`src/rtl/sram_controller_pkg.sv`:
```
// rtl/sram_controller_pkg.sv - shared data-memory interface definitions
// FSM encoding, data-memory base address and word-to-halfword mapping, reused by MEM stage and bench.
package sram_controller_pkg;

  typedef enum logic [1:0] {
    ST_IDLE = 2'd0,
    ST_LO   = 2'd1,
    ST_HI   = 2'd2,
    ST_DONE = 2'd3
  } mem_state_e;

  localparam int DATA_MEM_BASE = 1024;

  // SRAM location LSB selecting which half of the 32-bit word is transferred
  localparam logic HALF_LO = 1'b0;
  localparam logic HALF_HI = 1'b1;

  function automatic logic [31:0] word_offset(input logic [31:0] addr, input logic [31:0] base);
    return (addr - base) >> 2;
  endfunction

endpackage

```
`src/rtl/sram_wait_counter.sv`:
```
// rtl/sram_wait_counter.sv - loadable down-counter flagging the last cycle of an SRAM phase
// last is the current-cycle flag; last_next is what last will be after the coming edge.
module sram_wait_counter #(
  parameter int W = 1
) (
  input  logic         clk,
  input  logic         rst_n,
  input  logic         load,
  input  logic [W-1:0] load_val,
  input  logic         dec,
  output logic         last,
  output logic         last_next
);

  logic [W-1:0] count_q, count_d;

  always_comb begin
    count_d = count_q;
    if (load) begin
      count_d = load_val;
    end else if (dec && (count_q != '0)) begin
      count_d = count_q - 1'b1;
    end
  end

  always_ff @(posedge clk or negedge rst_n) begin
    if (!rst_n) begin
      count_q <= '0;
    end else begin
      count_q <= count_d;
    end
  end

  assign last      = (count_q == '0);
  assign last_next = (count_d == '0);

endmodule

```
`src/rtl/sram_controller.sv`:
```
// rtl/sram_controller.sv - MEM-stage data memory responder, one 32-bit word as two 16-bit SRAM accesses
// Optional range checking with err pulse when SRAM_RANGE_CHECK_EN is defined.
module sram_controller
  import sram_controller_pkg::*;
#(
  parameter int ADDR_BASE  = DATA_MEM_BASE,
  parameter int SRAM_AW    = 18,
  parameter int ACC_CYCLES = 2
) (
  input  logic               clk,
  input  logic               rst,
  input  logic               rd_en,
  input  logic               wr_en,
  input  logic [31:0]        address,
  input  logic [31:0]        wdata,
  output logic [31:0]        rdata,
  output logic               ready,
  output logic               err,
  output logic [SRAM_AW-1:0] sram_addr,
  output logic [15:0]        sram_dq_out,
  input  logic [15:0]        sram_dq_in,
  output logic               sram_dq_oe,
  output logic               sram_we_n
);

  localparam int IW = SRAM_AW - 1;
  localparam int CW = (ACC_CYCLES > 1) ? $clog2(ACC_CYCLES) : 1;
  localparam logic [CW-1:0] LOAD_VAL = CW'(ACC_CYCLES - 1);

  mem_state_e         state_q, state_d;
  logic [IW-1:0]      idx_q, idx_d;
  logic [31:0]        wdata_q, wdata_d;
  logic               write_q, write_d;
  logic [15:0]        hold_q, hold_d;
  logic [31:0]        rdata_q, rdata_d;
  logic               err_q, err_d;
  logic [SRAM_AW-1:0] addr_q, addr_d;
  logic [15:0]        dq_out_q, dq_out_d;
  logic               oe_q, oe_d;
  logic               we_n_q, we_n_d;

  logic        req, oor;
  logic        cnt_load, cnt_dec, cnt_last, cnt_last_next;
  logic [31:0] word_off;

  assign req      = rd_en | wr_en;
  assign word_off = word_offset(address, 32'(ADDR_BASE));

`ifdef SRAM_RANGE_CHECK_EN
  assign oor = (address < 32'(ADDR_BASE)) || (address[1:0] != 2'b00) || (word_off[31:IW] != '0);
`else
  logic unused_addr_bits;
  assign unused_addr_bits = ^{address[1:0], word_off[31:IW]};
  assign oor = 1'b0;
`endif

  assign cnt_load = ((state_q == ST_IDLE) && req && !oor) || ((state_q == ST_LO) && cnt_last);
  assign cnt_dec  = (state_q == ST_LO) || (state_q == ST_HI);

  sram_wait_counter #(.W(CW)) u_wait (
    .clk      (clk),
    .rst_n    (rst),
    .load     (cnt_load),
    .load_val (LOAD_VAL),
    .dec      (cnt_dec),
    .last     (cnt_last),
    .last_next(cnt_last_next)
  );

  always_comb begin
    state_d  = state_q;
    idx_d    = idx_q;
    wdata_d  = wdata_q;
    write_d  = write_q;
    hold_d   = hold_q;
    rdata_d  = rdata_q;
    err_d    = 1'b0;
    addr_d   = addr_q;
    dq_out_d = dq_out_q;
    case (state_q)
      ST_IDLE: begin
        if (req) begin
          idx_d   = word_off[IW-1:0];
          wdata_d = wdata;
          write_d = wr_en;
          state_d = oor ? ST_DONE : ST_LO;
          err_d   = oor;
        end
      end
      ST_LO: begin
        if (cnt_last) begin
          state_d = ST_HI;
          if (!write_q) hold_d = sram_dq_in;
        end
      end
      ST_HI: begin
        if (cnt_last) begin
          state_d = ST_DONE;
          if (!write_q) rdata_d = {sram_dq_in, hold_q};
        end
      end
      default: state_d = ST_IDLE;
    endcase

    // Pins are registered, so they are computed for the state being entered
    if (state_d == ST_LO) begin
      addr_d   = {idx_d, HALF_LO};
      dq_out_d = wdata_d[15:0];
    end else if (state_d == ST_HI) begin
      addr_d   = {idx_d, HALF_HI};
      dq_out_d = wdata_d[31:16];
    end
    oe_d   = write_d && ((state_d == ST_LO) || (state_d == ST_HI));
    we_n_d = !(oe_d && cnt_last_next);
  end

  always_ff @(posedge clk or negedge rst) begin
    if (!rst) begin
      state_q  <= ST_IDLE;
      idx_q    <= '0;
      wdata_q  <= '0;
      write_q  <= 1'b0;
      hold_q   <= '0;
      rdata_q  <= '0;
      err_q    <= 1'b0;
      addr_q   <= '0;
      dq_out_q <= '0;
      oe_q     <= 1'b0;
      we_n_q   <= 1'b1;
    end else begin
      state_q  <= state_d;
      idx_q    <= idx_d;
      wdata_q  <= wdata_d;
      write_q  <= write_d;
      hold_q   <= hold_d;
      rdata_q  <= rdata_d;
      err_q    <= err_d;
      addr_q   <= addr_d;
      dq_out_q <= dq_out_d;
      oe_q     <= oe_d;
      we_n_q   <= we_n_d;
    end
  end

  assign ready       = (state_q == ST_DONE) || ((state_q == ST_IDLE) && !req);
  assign rdata       = rdata_q;
  assign err         = err_q;
  assign sram_addr   = addr_q;
  assign sram_dq_out = dq_out_q;
  assign sram_dq_oe  = oe_q;
  assign sram_we_n   = we_n_q;

endmodule

```
`config.mk`:
```
export PLATFORM = sky130hd
export DESIGN_NAME = sram_controller
export DESIGN_NICKNAME = d
export VERILOG_FILES = /design/src/rtl/sram_controller_pkg.sv /design/src/rtl/sram_wait_counter.sv /design/src/rtl/sram_controller.sv
export SDC_FILE = /design/constraint.sdc
export NUM_CORES = 1
export LEC_CHECK = 0
export ABC_CLOCK_PERIOD_IN_PS = 6000
export BUFFER_PORTS_ARGS = -buffer_cell sky130_fd_sc_hd__buf_2
export CAP_MARGIN = 20
export CORE_MARGIN = 5
export CORE_UTILIZATION = 56
export DETAILED_ROUTE_END_ITERATION = 12
export PLACE_DENSITY = 0.82
export SLEW_MARGIN = 20
export SYNTH_ARGS = -nofsm -noshare
export SYNTH_HDL_FRONTEND = slang
export SYNTH_SLANG_ARGS = --single-unit
```
`constraint.sdc`:
```
create_clock -name clk -period 6 [get_ports clk]
set_input_delay 0 -clock clk [delete_from_list [all_inputs] [get_ports clk]]
set_output_delay 0 -clock clk [all_outputs]
set_load 0.05 [all_outputs]
```
==> results of run 1 <==
power by group:
group / internal, mW / total (mW) / leakage [nW] / switching (mW)
logic: 0.965 / 2.63 / 1.94 / 1.66
registers: 1.40 / 1.63 / 1.69 / 0.229
clock network: 0.646 / 1.05 / 0.283 / 0.405
total: 3.01 / 5.31 / 3.92 / 2.30
state kept, by name, summed over array words and instances (netlist names):
register and cells:
rdata 32, u_wait.count_q 1, hold_q 16, sram_we_n 1, sram_dq_oe 1, state_q 2, wdata_q 32, write_q 1
sram_dq_out 16, sram_addr 18, idx_q 17
cell families after synthesis:
| logic type | Yosys count | share of synthesized area [%] |
|---|---|---|
| and+or+nand+nor | 154 | 10.89 |
| buffers and inverters | 29 | 2.461 |
| AOI/OAI and AO/OA | 26 | 2.983 |
| muxes | 94 | 21.56 |
| adders and majority gates | 8 | 1.742 |
| xor gates and xnor gates | 4 | 0.6099 |
| other | 1 | 0.06527 |
| DFF | 137 | 59.69 |
stage by stage:
| step | cells | setup WS (ns) | util, % | instance area, µm² |
|---|---|---|---|---|
| after global routing | 815 | 2.580 | 77.51 | 7894 |
| after detailed placement | 707 | 2.817 | 64.20 | 6539 |
| final | 815 | 2.844 | 77.51 | 7894 |
| after global placement | 707 | 2.955 | 64.20 | 6539 |
| after floorplan | 453 | 3.037 | - | 5746 |
| after CTS | 814 | 2.807 | 77.48 | 7891 |
worst min-delay path by stage:
stage / end / slack [ns] / depth (start not counted)
floorplan: hold_q[0] / -0.30 / 0
global placement: rdata[3] / 0.11 / 1
detailed placement: hold_q[3] / 0.12 / 1
CTS: rdata[19] / 0.1 / 2
global route: rdata[19] / 0.16 / 2
finish: rdata[19] / 0.1 / 2
cell usage in the layout, fill, tap and decap left out, types with 5 or more instances in the layout:
master | synthesis | layout
mux4_2 | 16 | 16
mux2_1 | 39 | 39
buf_4 | 1 | 6
clkbuf_16 | 0 | 16
nor2_1 | 6 | 6
nand2_1 | 133 | 133
inv_1 | 5 | 5
o21ai_1 | 7 | 6
dfrtp_1 | 136 | 136
ha_1 | 8 | 7
dlygate4sd3_1 | 0 | 75
mux2_2 | 39 | 39
buf_2 | 11 | 136
final cells by class:
cell class	instances	share of cell area, %
antenna	1	0.03170
clock buffer	18	5.421
clock inverter	14	2.203
inverter	5	0.2378
multi-input combinational	287	27.80
sequential	137	43.45
tap	136	2.156
timing repair buffer	217	18.70
worst register-to-register path, delay by kind of cell (launching register included):
kind,cells,cell delay [ns]
flip-flops,1,0.45
adder cells (fa/ha/maj),2,1.29
buffers and inverters,2,0.58
AO/OA/AOI/OAI,2,0.27
multiplexers,1,0.45
what timing repair did:
item,CTS,global route
hold buffers,75,0
endpoints found under the hold margin,172,0
gates resized for setup,0,0
per-layer routing:
layer / global-route usage [%] / vias to the layer above
li1: - / 1969
met3: 6.496 / 39
met1: 27.22 / 2115
met4: 12.08 / 0
met5: 0 / -
met2: 41.42 / 164
==> flow_summary.json, run 1 <==
{
  "crit_slowest_cell": "ha_2",
  "min_period_ns": 3.156,
  "die_w_um": 111.3,
  "p_total_mw": 5.305,
  "post_cts_buffers": 0,
  "dieArea_um2": 12390,
  "path_class": "flip-flop to flip-flop",
  "yosysWarnings": 0,
  "yosysSeqAreaShare_pct": 59.69,
  "worst-endpoint-arrival_ns": 3.55,
  "synth_area_um2": 5746,
  "grt_usage_pct": 23.94,
  "antenna_found_initial": 1,
  "cap_viol_max_count": 0,
  "synth.top_cell.area_share_pct": 59.23,
  "cts_made_buffers": 17,
  "final.period_utilization_pct": 52.61,
  "ant_nets": 0,
  "post_drt_via_cell_ratio": 5.260,
  "synth_edf_count": 0,
  "synth.top_cells.by_area": "dfrtp_1 59%, nand2_1 8.7%, mux2_1 7.6%, mux2_2 7.6%, mux4_2 6.3%",
  "multiInputGateArea_um2": 2195,
  "yosys.area.top_type": "dfrtp_1",
  "grt_pass1_wl_um": 23410,
  "gr-total-overflow": 0,
  "dr.pass1.iters": 4,
  "rr_startpoint": "state_q[0]",
  "ys_ff_latch": 137,
  "synthDistinctLibCells": 39,
  "gp_congestion": 0.8027,
  "root_buffer": "clkbuf_8",
  "drive_gt1_share_pct": 35.10,
  "clk_latency_ns": 0.51,
  "worstSetupEndpointType": "flip-flop",
  "crit_path_start": "state_q[0]",
  "rsz0062_at_grt": "false",
  "fin_setup_tns_ns": 0,
  "slowest_delay_ns": 0.99,
  "fp.dieH_um": 111.3,
  "synth_common_cells": "136 x dfrtp_1, 133 x nand2_1, 39 x mux2_1, 39 x mux2_2, 16 x mux4_2",
  "synthFlopType": "dfrtp_1",
  "area_delta_synth_final_pct": 37.39,
  "start_util_pct": 56.41,
  "core_um2": 10180,
  "yosysMostFrequentCell": "dfrtp_1",
  "layout.nets": 757,
  "path_delay_family": "adder cells",
  "row_count": 37,
  "holdWs_ns": 0.09712,
  "wire_per_inst_um": 17.19,
  "drc_errors": 0,
  "worst-path-max-fanout": 54,
  "n_fill_cell": 600,
  "wl_met1_um": 5248,
  "cp.depth": 7,
  "routed_wl_um": 14010,
  "synthCells": 453,
  "endpoint": "sram_addr[7]",
  "clock_skew_ns": 0.007031,
  "ys_async_sr_fraction_pct": 100.0,
  "ir_worst_vdd_uv": 443.4,
  "r2r_setup_slack_ns": 2.84,
  "r2r_end": "sram_addr[7]",
  "worstPathCellList": "inv_1 > ha_1 > o21ai_4 > buf_4 > a21oi_1 > ha_2 > mux2_2",
  "cp_num_buf_inv": 2,
  "met2_length_um": 7565,
  "fmax_mhz": 316.8,
  "status": "complete, no violations",
  "met3_length_um": 711,
  "drt_iter0_markers": 212,
  "startpoint_type": "flip-flop",
  "regArea_um2": 3430,
  "cts_buffer_depth": 2,
  "slew_headroom_pct": 37.51,
  "io_pins": 154,
  "hpwl_um": 8228,
  "clock-sinks": 137,
  "hold_class": "primary input to async pin",
  "grt_max_degree": 76,
  "syn_nets": 545,
  "port_buffers": 137,
  "powerDensity_nw_per_um2": 672.1,
  "hold_violations": 0,
  "finalSetupViolCount": 0,
  "total_leakage_power_nw": 3.917,
  "avgSynthCellArea_um2": 12.68,
  "slew_violations": 0,
  "worst-slew-pin-transition_ns": 0.9373,
  "highest_layer": "met4",
  "cts_tree": "yes",
  "rr_worst_depth": 7,
  "grt_pass1_vias": 4664,
  "path_clk_slew_ns": 0.06,
  "required_ns": 6.40,
  "htree_num_levels": 4,
  "vias": 4287
}
Note: power is estimated with default switching activity, not from simulation.
==> run 2, diff against run 1 <==
- ABC_CLOCK_PERIOD_IN_PS: 6000 -> 3100
- CORE_UTILIZATION: 56 -> 52
- PLACE_DENSITY: 0.82 -> 0.77
- clock period: 6 -> 3.1 ns (I/O delays scaled with it)
==> flow_summary.json, run 2 (same netlist as run 1, synthesis figures left out) <==
{
  "power_frac_comb_pct": 49.5,
  "fp.dieH_um": 115.1,
  "vias": 4258,
  "dieArea_um2": 13250,
  "final.period_utilization_pct": 86.95,
  "place_area_um2": 6593,
  "power_frac_clock_pct": 20.3,
  "port_buffers": 137,
  "gr-total-overflow": 0,
  "power.switching_mw": 4.388,
  "slew_headroom_pct": 62.23,
  "n_fill_cell": 704,
  "post_drt_via_cell_ratio": 5.155,
  "core_um2": 10840,
  "row_count": 38,
  "post_cts_buffers": 0,
  "antenna_found_initial": 0,
  "holdBufCountCts": 76,
  "status": "complete, no violations",
  "holdWs_ns": 0.2353,
  "final_cell_mix": "136 x dfrtp_1, 136 x buf_2, 133 x nand2_1",
  "cts_buffer_depth": 2,
  "grt_pass1_vias": 4656,
  "clock_skew_ns": 0.008296,
  "hold_class": "primary input to flip-flop",
  "p_total_mw": 10.44,
  "hpwl_um": 8264,
  "hold_violations": 0,
  "cts_tree": "yes",
  "intPower_mw": 6.048,
  "gp_congestion": 0.7676,
  "start_util_pct": 53.00,
  "cap_viol_max_count": 0,
  "grt_pass1_wl_um": 22630,
  "worstSetupEndpointType": "flip-flop",
  "wire_per_inst_um": 16.64,
  "cts_made_buffers": 17,
  "slew_violations": 0,
  "utilization_pct": 73.97,
  "htree_num_levels": 4,
  "grt_max_degree": 113,
  "clk_latency_ns": 0.51,
  "drt_iter0_markers": 240,
  "fmax_mhz": 371.0,
  "final_cell_area_um2": 8019,
  "p_seq_share_pct": 30.2,
  "finalSetupViolCount": 0,
  "grt_usage_pct": 21.97,
  "ir_worst_vdd_uv": 778.8,
  "area_delta_synth_final_pct": 39.57,
  "die_w_um": 115.1,
  "path_clk_slew_ns": 0.06,
  "drc_errors": 0,
  "clock-sinks": 137,
  "min_period_ns": 2.695,
  "drive_gt1_share_pct": 34.80,
  "required_ns": 3.49,
  "fin_setup_tns_ns": 0,
  "ant_nets": 0,
  "total_leakage_power_nw": 3.979,
  "routed_wl_um": 13740,
  "io_pins": 154,
  "layout.nets": 763,
  "swShare_pct": 42.05,
  "powerDensity_nw_per_um2": 1301,
  "root_buffer": "clkbuf_8",
  "cts-resized-gates": 0,
  "worst-path-max-fanout": 35,
  "rsz0062_at_grt": "false",
  "worst-endpoint-arrival_ns": 3.09,
  "r2r_setup_slack_ns": 0.40,
  "startpoint_type": "flip-flop",
  "worst-slew-pin-transition_ns": 0.5666,
  "dr.pass1.iters": 4,
  "path_class": "flip-flop to flip-flop"
}
[run 2: changes by cell type in the layout (fill, tap and decap cells not counted), sizes merged]
cell	before	now
buf	142	146
bufinv	3	5
clkbuf	18	20
clkinv	6	4
clkinvlp	4	2
diode	1	2
dlygate4sd3	75	77
[run 2: area by class of cell]
| cell class | count | area, µm² | area share (%) |
|---|---|---|---|
| multi-input cells | 287 | 2192 | 27.34 |
| flip-flops and latches | 137 | 3430 | 42.77 |
| repair buffers | 223 | 1575 | 19.64 |
| clock inverters | 12 | 197.7 | 2.465 |
| inverters | 5 | 18.77 | 0.2340 |
| clock buffers | 20 | 425.4 | 5.305 |
| well taps | 140 | 175.2 | 2.184 |
| diodes | 2 | 5.005 | 0.06241 |
[run 2: path summary, 6_finish.rpt]
path                             from      endpoint  cells past startpoint
max                        state_q[0]  sram_addr[3]                      8
min                         wdata[18]   wdata_q[18]                      4
max reg2reg                state_q[0]  sram_addr[3]                      8
min reg2reg                  idx_q[1]      idx_q[1]                      2
max in group asynchronous         rst     hold_q[9]                      5
min in group asynchronous         rst     rdata[20]                      3
[run 2: critical path, cell delays in order, from the launching register on]
cell and delay [ns]:
dfrtp_1 0.44, inv_1 0.12, ha_1 0.32, nor3b_1 0.27
o31ai_1 0.09, a21o_1 0.19, ha_1 0.49, buf_12 0.26
mux2_2 0.37
[run 2: through the flow]
step                setup slack [ns]  instances
floorplan                     0.1368        453
global placement              0.5618        714
detailed placement            0.4341        714
CTS                           0.4039        822
global route                  0.2729        824
finish                        0.4047        826
[run 2: power by group through the flow]
stage	sequential, mW	clock, mW	combinational [mW]
final	3.15	2.12	5.17
after global routing	3.25	2.25	5.51
after CTS	3.14	2.15	5.18
after detailed placement	3.15	0	5.04
after global placement	3.08	0	4.87
after floorplan	4.56	0	2.40
[run 2: metal layers]
metal  track usage, %  share of wire, %  wire (µm)
met1            24.98                38       5208
met2            38.77                54       7459
met3            6.316               5.3        731
met4            9.155               2.5        343
met5                0                 0          0
